===== src/rtl/jcnt_pkg.sv =====
// Shared types and helpers for the Johnson step controller.
// jcode() maps a phase index to its Johnson code so cnt can always be rebuilt from pos.
package jcnt_pkg;

  typedef enum logic {
    IDLE = 1'b0,
    RUN  = 1'b1
  } state_e;

  localparam logic DIR_FWD = 1'b0;
  localparam logic DIR_REV = 1'b1;

  // Index p < width fills ones from the MSB down; p >= width drains them from the MSB.
  function automatic logic [31:0] jcode(input int pos, input int width);
    logic [31:0] code;
    code = '0;
    for (int i = 0; i < 32; i++) begin
      if (i < width) begin
        if (pos < width) code[i] = (i >= width - pos);
        else             code[i] = (i < 2 * width - pos);
      end
    end
    return code;
  endfunction

endpackage


===== src/rtl/jcnt_core.sv =====
// Phase register: owns pos and the Johnson code derived from it.
// A step always reloads cnt from the new pos, so an illegal code heals on the next step.
module jcnt_core
  import jcnt_pkg::*;
#(
  parameter int WIDTH = 4,
  localparam int PW = $clog2(2 * WIDTH)
) (
  input  logic             clk,
  input  logic             rst,
  input  logic             en,
  input  logic             dir,
  output logic [WIDTH-1:0] cnt,
  output logic [PW-1:0]    pos
);

  localparam int LAST = 2 * WIDTH - 1;

  logic [WIDTH-1:0] cnt_q, cnt_d;
  logic [PW-1:0]    pos_q, pos_d;
  logic [31:0]      code_full;

  always_comb begin
    pos_d = pos_q;
    if (en) begin
      if (dir == DIR_FWD) pos_d = (pos_q == PW'(LAST)) ? '0 : pos_q + 1'b1;
      else                pos_d = (pos_q == '0) ? PW'(LAST) : pos_q - 1'b1;
    end
    code_full = jcode(int'(pos_d), WIDTH);
    cnt_d     = en ? code_full[WIDTH-1:0] : cnt_q;
  end

  always_ff @(posedge clk) begin
    if (rst) begin
      cnt_q <= '0;
      pos_q <= '0;
    end else begin
      cnt_q <= cnt_d;
      pos_q <= pos_d;
    end
  end

  assign cnt = cnt_q;
  assign pos = pos_q;

endmodule


===== src/rtl/jcnt_step_controller.sv =====
// Command sequencer around jcnt_core: runs cmd_steps Johnson steps, one every DIV clocks.
// Handshake: a command transfers on any edge where cmd_valid && cmd_ready; cmd_ready is high only in IDLE.
module jcnt_step_controller
  import jcnt_pkg::*;
#(
  parameter int WIDTH = 4,
  parameter int DIV   = 2,
  parameter int STEPW = 8,
  localparam int PW   = $clog2(2 * WIDTH)
) (
  input  logic             clk,
  input  logic             rst,
  input  logic             cmd_valid,
  output logic             cmd_ready,
  input  logic [STEPW-1:0] cmd_steps,
  input  logic             cmd_dir,
  input  logic             abort,
  output logic [WIDTH-1:0] cnt,
  output logic [PW-1:0]    pos,
  output logic             busy,
  output logic             done,
  output logic             aborted,
  output logic [STEPW-1:0] remaining
);

  localparam int DW = (DIV > 1) ? $clog2(DIV) : 1;
  localparam logic [DW-1:0] PRESC_LAST = DW'(DIV - 1);

  state_e           state_q, state_d;
  logic [DW-1:0]    presc_q, presc_d;
  logic [STEPW-1:0] rem_q, rem_d;
  logic             dir_q, dir_d;
  logic             done_q, done_d;
  logic             aborted_q, aborted_d;
  logic             step_en;

  always_ff @(posedge clk) begin
    if (rst) begin
      state_q   <= IDLE;
      presc_q   <= '0;
      rem_q     <= '0;
      dir_q     <= DIR_FWD;
      done_q    <= 1'b0;
      aborted_q <= 1'b0;
    end else begin
      state_q   <= state_d;
      presc_q   <= presc_d;
      rem_q     <= rem_d;
      dir_q     <= dir_d;
      done_q    <= done_d;
      aborted_q <= aborted_d;
    end
  end

  always_comb begin
    state_d   = state_q;
    presc_d   = presc_q;
    rem_d     = rem_q;
    dir_d     = dir_q;
    done_d    = 1'b0;
    aborted_d = 1'b0;
    step_en   = 1'b0;
    case (state_q)
      IDLE: begin
        // abort is deliberately not looked at here; a command offer always wins.
        if (cmd_valid) begin
          if (cmd_steps != '0) begin
            state_d = RUN;
            dir_d   = cmd_dir;
            rem_d   = cmd_steps;
            presc_d = '0;
          end else begin
            done_d = 1'b1;
          end
        end
      end
      RUN: begin
        if (abort) begin
          state_d   = IDLE;
          rem_d     = '0;
          presc_d   = '0;
          aborted_d = 1'b1;
        end else if (presc_q == PRESC_LAST) begin
          step_en = 1'b1;
          presc_d = '0;
          rem_d   = rem_q - 1'b1;
          if (rem_q == STEPW'(1)) begin
            state_d = IDLE;
            done_d  = 1'b1;
          end
        end else begin
          presc_d = presc_q + 1'b1;
        end
      end
      default: state_d = IDLE;
    endcase
  end

  always_comb begin
    busy      = (state_q == RUN);
    cmd_ready = (state_q == IDLE);
    done      = done_q;
    aborted   = aborted_q;
    remaining = rem_q;
  end

  jcnt_core #(.WIDTH(WIDTH)) u_core (
    .clk (clk),
    .rst (rst),
    .en  (step_en),
    .dir (dir_q),
    .cnt (cnt),
    .pos (pos)
  );

endmodule


===== config.mk =====
export PLATFORM = sky130hd
export DESIGN_NAME = jcnt_step_controller
export DESIGN_NICKNAME = d
export VERILOG_FILES = /design/src/rtl/jcnt_pkg.sv /design/src/rtl/jcnt_core.sv /design/src/rtl/jcnt_step_controller.sv
export SDC_FILE = /design/constraint.sdc
export NUM_CORES = 1
export LEC_CHECK = 0
export CAP_MARGIN = 20
export CORE_AREA = 2 2 59 61
export CTS_CLUSTER_SIZE = 12
export DETAILED_ROUTE_END_ITERATION = 10
export DIE_AREA = 0 0 61 63
export PLACE_DENSITY = 0.71
export RECOVER_POWER = 50
export REMOVE_ABC_BUFFERS = 1
export SLEW_MARGIN = 15
export SYNTH_ARGS = -nofsm -noshare
export SYNTH_HDL_FRONTEND = slang
export SYNTH_SLANG_ARGS = --single-unit

===== constraint.sdc =====
create_clock -name clk -period 2.4 [get_ports clk]
set_input_delay 0.36 -clock clk [delete_from_list [all_inputs] [get_ports clk]]
set_output_delay 0.36 -clock clk [all_outputs]
set_load 0.01 [all_outputs]

==> metrics.yaml, run 1 <==
clocking:
  path_clk_slew_ns: 0.12
  clock_path_buffers: 2
  clock_latency_ns: 0.31
  cts_inserted_buffers: 3
  cts_root_buf: "clkbuf_4"
  cts_resized: 0
  clock_sinks: 20
  cts_tree: "yes"
  hold_buffers: 0
  cts.htree.levels: 1
  postCtsSetupBuffers: 0
sta:
  max_slew_margin: 0.583
  rsz0062_at_grt: "no"
  max_freq_ghz: 0.450
  worst_pin_slew_ns: 0.620
  timing.hold.ws_ns: 0.506
  fin_setup_tns_ns: 0
  hold_viol: 0
  fin_crit_sh: 0.926
  skew_ns: 0.00952
  finalCriticalPeriod_ns: 2.22
  finalSetupViolCount: 0
  final-max-slew-violation-count: 0
setup_path:
  worstPathRequired_ns: 2.62
  r2r_slack_ns: 0.18
  crit_fanout: 5
  startpoint_type: "flop"
  critPathKind: "flop to flop"
  cp.arrival_ns: 2.44
  crit_path_end_kind: "flop"
cells_and_area:
  nets: 202
  fill_cells: 333
  multi_input_area_um2: 718
  final_cell_count_no_fill: 225
  drive_gt1_frac: 0.128
  area_growth_pct: 36.2
  mostFrequentLayoutCell: "dfxtp_1"
  fin_util: 0.504
  register_area_um2: 403
  layout_common_cells: "18 x dfxtp_1, 17 x nor2_1, 16 x clkdlybuf4s50_1, 15 x dlygate4sd3_1, 13 x a21oi_1"
  diodes: 0
global_route:
  grt_max_degree: 16
  grt.total_usage: 0.175
  grt_pass1_vias: 1218
  antenna_found_initial: 0
  grt_overflow: 0
  grt_pass1_wl_um: 5290
floorplanning:
  num_io_pins: 32
  die_x_um: 61
  fp-row-count: 21
  start_util: 0.370
  core_area_um2: 3230
  die_height_um: 63
  dieArea_um2: 3840
placement:
  hpwlAfterDp_um: 2370
  io_buffer_count: 31
  dp_cells: 221
  gp_congestion: 0.890
hold_path:
  hp-class: "flop to flop"
pwr:
  finalPower_mw: 0.751
  ir_worst_vdd_mv: 0.224
  power.density_nw_per_um2: 461
  leakage_nw: 0.676
drt:
  viasPerCell: 5.15
  drtIter0Drc: 35
  drcViolationCount: 0
  first_pass_iters: 4
  wl_um: 3020
  via_count: 1159
  drtAntennaViolNets: 0
  wl_per_cell_um: 13.4
logic_synthesis:
  synth_top_area_share: 0.334
  ys_warn_count: 0
  synth.area.top_cells: "dfxtp_1 33%, ha_1 9.4%, a21oi_1 5.4%"
  synth_cell_types: 42
  synth_area_um2: 1200
  postSynthCellCount: 140
  synth_seq_cells: 20
  yosysSeqAreaShare: 0.334
  synth.largest_area_cell: "dfxtp_1"
  avgSynthCellArea_um2: 8.55
job:
  max_cap_viol_count: 0
status:
  outcome: "complete, no violations"
final cells by class:
| class | count | share of cell area |
|---|---|---|
| clock buffer | 4 | 0.0223 |
| sequential | 20 | 0.247 |
| tap | 46 | 0.0353 |
| inverter | 11 | 0.0253 |
| timing repair buffer | 40 | 0.229 |
| multi-input combinational | 104 | 0.441 |
synthesized netlist by cell type:
library cell / count
a32oi_1: 2
nor4_1: 3
dfxtp_1: 20
nor2_1: 17
inv_2: 1
a221oi_1: 2
inv_1: 10
a21o_1: 1
nor3_1: 4
a31oi_2: 1
and4b_1: 1
o21ai_0: 6
a211oi_1: 7
a21oi_1: 13
o22ai_1: 1
buf_4: 1
a21oi_2: 1
o21ai_2: 1
o21ai_4: 1
a22o_1: 1
nand2_1: 6
nand3b_1: 2
or3_1: 1
xnor2_1: 1
o21bai_1: 1
ha_1: 9
clkbuf_1: 2
xor2_1: 1
and2_1: 1
nand4_1: 3
and3b_1: 1
o21a_1: 2
o41ai_2: 1
nand2b_1: 4
nor2b_1: 3
mux2i_4: 1
or2_2: 1
a32o_1: 1
buf_6: 2
o21ai_1: 1
and3b_2: 1
mux2i_1: 1
cell families after synthesis:
group,Yosys count,share of synthesized area
adders and majority gates,9,0.0940
buffers and inverters,16,0.0658
muxes,2,0.0272
xor gates and xnor gates,2,0.0146
AOI/OAI and AO/OA,43,0.255
DFF,20,0.334
and+or+nand+nor,48,0.209
power breakdown:
| part | switching [mW] | internal, mW |
|---|---|---|
| Sequential | 0.0188 | 0.348 |
| Clock | 0.110 | 0.0926 |
| Combinational | 0.0932 | 0.0891 |
| Total | 0.222 | 0.530 |
routing by layer:
| layer | share of wire | up-vias | GRT usage |
|---|---|---|---|
| met5 | 0 | - | 0 |
| met4 | 0.015 | 0 | 0.0435 |
| met3 | 0.050 | 4 | 0.0373 |
| met2 | 0.48 | 41 | 0.297 |
| met1 | 0.45 | 529 | 0.221 |
| li1 | - | 585 | - |
worst paths after layout:
| kind | endpoint | start | cells after the start |
|---|---|---|---|
| worst max-delay path | u_core.cnt[1] | u_core.pos[0] | 10 |
| worst min-delay path | u_core.cnt[2] | u_core.cnt[2] | 2 |
| worst min register to register | u_core.cnt[2] | u_core.cnt[2] | 2 |
| worst max register to register | u_core.cnt[1] | u_core.pos[0] | 10 |
worst max-delay path, cell delays in order, from the launching register on:
cell and delay (ns):
dfxtp_2 0.41, inv_1 0.09, ha_1 0.22, or3_1 0.39
a31oi_2 0.21, a21oi_1 0.14, inv_1 0.09, ha_1 0.14
nor2_1 0.05, o21a_1 0.16, a211oi_1 0.22
state kept, by name (all words and copies together), names as in the netlist:
register,count
u_core.pos,3
u_core.cnt,4
aborted,1
busy,1
remaining,8
dir_q,1
presc_q,1
done,1
through the flow:
stage / area [um2] / setup slack [ns]
final: 1630 / 0.177
after CTS: 1630 / 0.0680
after global routing: 1630 / 0.0232
after detailed placement: 1600 / 0.0907
after global placement: 1600 / 0.175
after floorplan: 1160 / 0.212
No activity file was read; power rests on OpenSTA's default activity.
==> run 2, diff against run 1 <==
Settings changed: SETUP_SLACK_MARGIN set to 0.02.
Clock period 2.4 ns to 2.12 ns, I/O delays scaled along.
==> metrics.yaml, run 2 (synthesis gave the netlist of run 1 again) <==
status:
  outcome: "complete, no violations"
floorplanning:
  die_height_um: 63
  start_util: 0.370
  num_io_pins: 32
  die_x_um: 61
  core_area_um2: 3230
  dieArea_um2: 3840
  fp-row-count: 21
cells_and_area:
  nets: 212
  multi_input_area_um2: 769
  area_growth_pct: 45.9
  diodes: 0
  final_cell_count_no_fill: 234
  layout_common_cells: "18 x dfxtp_1, 17 x clkdlybuf4s50_1, 17 x buf_4, 16 x nor2_1, 14 x dlygate4sd3_1"
  fin_util: 0.540
  drive_gt1_frac: 0.207
  design_area_um2: 1750
  largest_register_ffs: 8
  fill_cells: 325
  register_area_um2: 405
  mostFrequentLayoutCell: "dfxtp_1"
drt:
  drcViolationCount: 0
  wl_per_cell_um: 13.6
  first_pass_iters: 4
  viasPerCell: 5.26
  wl_um: 3190
  drtIter0Drc: 69
  via_count: 1230
  drtAntennaViolNets: 0
global_route:
  grt.total_usage: 0.175
  grt_max_degree: 16
  grt_pass1_vias: 1219
  antenna_found_initial: 0
  grt_pass1_wl_um: 5300
  grt_overflow: 0
placement:
  dp_cells: 230
  hpwlAfterDp_um: 2390
  placed_cell_area_um2: 1660
  io_buffer_count: 31
  gp_congestion: 0.892
setup_path:
  startpoint_type: "flop"
  r2r-start: "u_core.pos[0]"
  cp.arrival_ns: 2.27
  critPathLaunch: "u_core.pos[0]"
  worst_path_largest_cell_delay_ns: 0.39
  crit_fanout: 3
  crit_path_end_kind: "flop"
  cp_slowest_cell: "or3_4"
  worstPathRequired_ns: 2.33
  critPathKind: "flop to flop"
  crit_path_cell_trace: "inv_4, ha_4, or3_4, a31oi_4, a21oi_2, inv_1, ha_2, nor2_2, o21a_1, o41ai_2"
sta:
  finalCriticalPeriod_ns: 2.05
  hold_viol: 0
  worst_pin_slew_ns: 0.577
  fin_crit_sh: 0.968
  rsz0062_at_grt: "no"
  final-max-slew-violation-count: 0
  fin_setup_tns_ns: 0
  max_freq_ghz: 0.487
  max_slew_margin: 0.614
  finalSetupViolCount: 0
  skew_ns: 0.00220
clocking:
  clock_path_buffers: 2
  path_clk_slew_ns: 0.11
  hold_buffers: 0
  cts.htree.levels: 1
  cts_root_buf: "clkbuf_4"
  clock_latency_ns: 0.30
  cts_inserted_buffers: 3
  cts_tree: "yes"
  clock_sinks: 20
pwr:
  power.density_nw_per_um2: 467
  ir_worst_vdd_mv: 0.343
  finalPower_mw: 0.816
  leakage_nw: 0.723
hold_path:
  min_from: "u_core.cnt[0]"
  hp-class: "flop to flop"
job:
  max_cap_viol_count: 0
==> run 2: final timing paths <==
path | to | slack, ns | depth (start not counted)
setup / recovery | u_core.cnt[3] | 0.07 | 10
hold / removal | u_core.cnt[0] | 0.50 | 2
setup reg to reg | u_core.cnt[3] | 0.07 | 10
hold reg to reg | u_core.cnt[0] | 0.50 | 2
==> run 2: routing by layer <==
metal	track usage	routed length (um)	vias up	part of all wire
met3	0.0435	175	4	0.055
met5	0	0	-	0
met1	0.221	1440	576	0.45
met2	0.300	1540	45	0.48
li1	-	-	605	-
met4	0.0245	29	0	0.0091
==> run 2: critical path, delay by kind of cell, from the launching register on <==
kind / cells / cell delay, ns
adder cells (fa/ha/maj): 2 / 0.33
AND/OR/NAND/NOR: 2 / 0.44
buffers and inverters: 2 / 0.15
flip-flops: 1 / 0.38
AO/OA/AOI/OAI: 4 / 0.68
==> run 2: what timing repair did <==
| item | 4_1_cts | 5_1_grt |
|---|---|---|
| endpoints found under the setup margin | 2 | 3 |
| gates cloned | 0 | 0 |
| buffers inserted | 0 | 1 |
| pin swaps | 0 | 3 |
| resized for setup | 2 | 15 |
==> run 2: cell type report <==
cell class	instances	share of cell area
sequential	20	0.232
clock buffer	3	0.0129
inverter	11	0.0265
multi-input combinational	104	0.441
tap	46	0.0330
timing repair buffer	50	0.255
==> run 2: power breakdown <==
| part | internal, mW | switching [mW] |
|---|---|---|
| combinational | 0.108 | 0.112 |
| clock | 0.0663 | 0.116 |
| sequential | 0.393 | 0.0213 |
| total | 0.567 | 0.249 |
==> run 2: metrics by stage <==
step	hold WS [ns]	setup slack, ns
6_report	0.503	0.0684
5_1_grt	0.542	0.00681
4_1_cts	0.516	0.0209
3_5_place_dp	0.497	-0.122
3_3_place_gp	0.490	-0.0404
2_1_floorplan	0.387	-0.0678
==> run 3, diff against run 2 <==
Settings changed: CORE_AREA 2 2 59 61 to 5 5 62 64, DIE_AREA 0 0 61 63 to 0 0 67 69.
==> metrics.yaml, run 3 (synthesis gave the netlist of run 1 again) <==
status:
  outcome: "complete, no violations"
cells_and_area:
  fin_util: 0.545
  layout_common_cells: "18 x dfxtp_1, 18 x clkdlybuf4s50_1, 17 x nor2_1, 16 x buf_4, 13 x dlygate4sd3_1"
  largest_register_ffs: 8
  diodes: 0
  design_area_um2: 1760
  nets: 212
  drive_gt1_frac: 0.206
  area_growth_pct: 47.0
pwr:
  power.density_nw_per_um2: 546
  leakage_nw: 0.734
  ir_worst_vdd_mv: 0.372
drt:
  via_count: 1241
  drcViolationCount: 0
  wl_um: 3270
  first_pass_iters: 4
  wl_per_cell_um: 13.9
  drtAntennaViolNets: 0
  viasPerCell: 5.28
  drtIter0Drc: 58
floorplanning:
  die_height_um: 69
  core_area_um2: 3230
  dieArea_um2: 4620
  num_io_pins: 32
  die_x_um: 67
  start_util: 0.370
  fp-row-count: 21
setup_path:
  cp_slowest_cell: "or3_4"
  crit_fanout: 4
  critPathTopFamily: "compound AO/OA/AOI/OAI gates"
  crit_path_cell_trace: "inv_1, ha_2, or3_4, a31oi_4, a21oi_2, inv_2, ha_1, nor2_1, o21a_1, o41ai_2"
  crit_path_end_kind: "flop"
  startpoint_type: "flop"
  crit_buf_inv: 2
  worstPathRequired_ns: 2.35
  cp.arrival_ns: 2.23
  critPathKind: "flop to flop"
  worst_path_largest_cell_delay_ns: 0.39
sta:
  max_freq_ghz: 0.500
  max_slew_margin: 0.596
  final-max-slew-violation-count: 0
  fin_setup_tns_ns: 0
  timing.final.ws_setup_ns: 0.118
  finalCriticalPeriod_ns: 2.00
  rsz0062_at_grt: "no"
  hold_viol: 0
  skew_ns: 0.0118
  finalSetupViolCount: 0
  worst_pin_slew_ns: 0.604
  fin_crit_sh: 0.944
hold_path:
  hp-class: "flop to flop"
global_route:
  grt.total_usage: 0.146
  grt_pass1_vias: 1248
  grt_overflow: 0
  grt_max_degree: 16
  grt_pass1_wl_um: 5490
  antenna_found_initial: 0
clocking:
  cts_root_buf: "clkbuf_4"
  cts_inserted_buffers: 3
  cts_tree: "yes"
  path_clk_slew_ns: 0.13
  cts.htree.levels: 1
  clock_path_buffers: 2
  clock_sinks: 20
  clock_latency_ns: 0.31
placement:
  placed_cell_area_um2: 1680
  gp_congestion: 0.905
  hpwlAfterDp_um: 2460
  io_buffer_count: 31
  post-place-ws_ns: -0.146
job:
  max_cap_viol_count: 0
==> run 3: cell type report <==
type                    instances  area, um2
clock inverters                 1       30.0
multi-input cells             104        748
flip-flops and latches         20        403
fillers                       325       1470
clock buffers                   3       22.5
inverters                      11       41.3
well taps                      46       57.6
repair buffers                 50        458
==> run 3: final timing paths <==
kind | start | slack, ns | depth (start not counted) | endpoint
setup / recovery | u_core.pos[0] | 0.12 | 10 | u_core.cnt[3]
hold / removal | u_core.cnt[2] | 0.51 | 2 | u_core.cnt[2]
setup reg to reg | u_core.pos[0] | 0.12 | 10 | u_core.cnt[3]
hold reg to reg | u_core.cnt[2] | 0.51 | 2 | u_core.cnt[2]
==> run 3: worst register-to-register path, cell delays in order, from the launching register on <==
cell,delay [ns]
dfxtp_2,0.37
inv_1,0.07
ha_2,0.18
or3_4,0.39
a31oi_4,0.22
a21oi_2,0.09
inv_2,0.06
ha_1,0.13
nor2_1,0.05
o21a_1,0.17
o41ai_2,0.19
==> run 3: layer usage <==
metal	part of all wire	wire, um	vias to the layer above	GRT usage
met5	0	0	-	0
met4	0.014	47	0	0.0450
met3	0.046	152	6	0.0260
met2	0.49	1620	38	0.243
met1	0.44	1450	594	0.186
li1	-	-	603	-
==> run 3: per-stage QoR <==
step / hold slack [ns] / power (mW) / instances
6_report: 0.510 / 0.961 / 235
5_1_grt: 0.539 / 1.00 / 235
4_1_cts: 0.517 / 0.964 / 234
3_5_place_dp: 0.499 / 0.649 / 230
3_3_place_gp: 0.487 / 0.646 / 230
2_1_floorplan: 0.387 / 0.527 / 135
==> run 3: power by group <==
part / internal (mW) / switching [mW]
clock: 0.191 / 0.127
sequential: 0.394 / 0.0211
combinational: 0.114 / 0.113
==> run 3: repair_timing <==
item / in CTS / in global routing
hold buffers: 0 / 0
pin swaps: 0 / 2
setup buffers: 0 / 1
resized for setup: 2 / 8
cloned: 0 / 0
setup endpoints to repair: 3 / 3
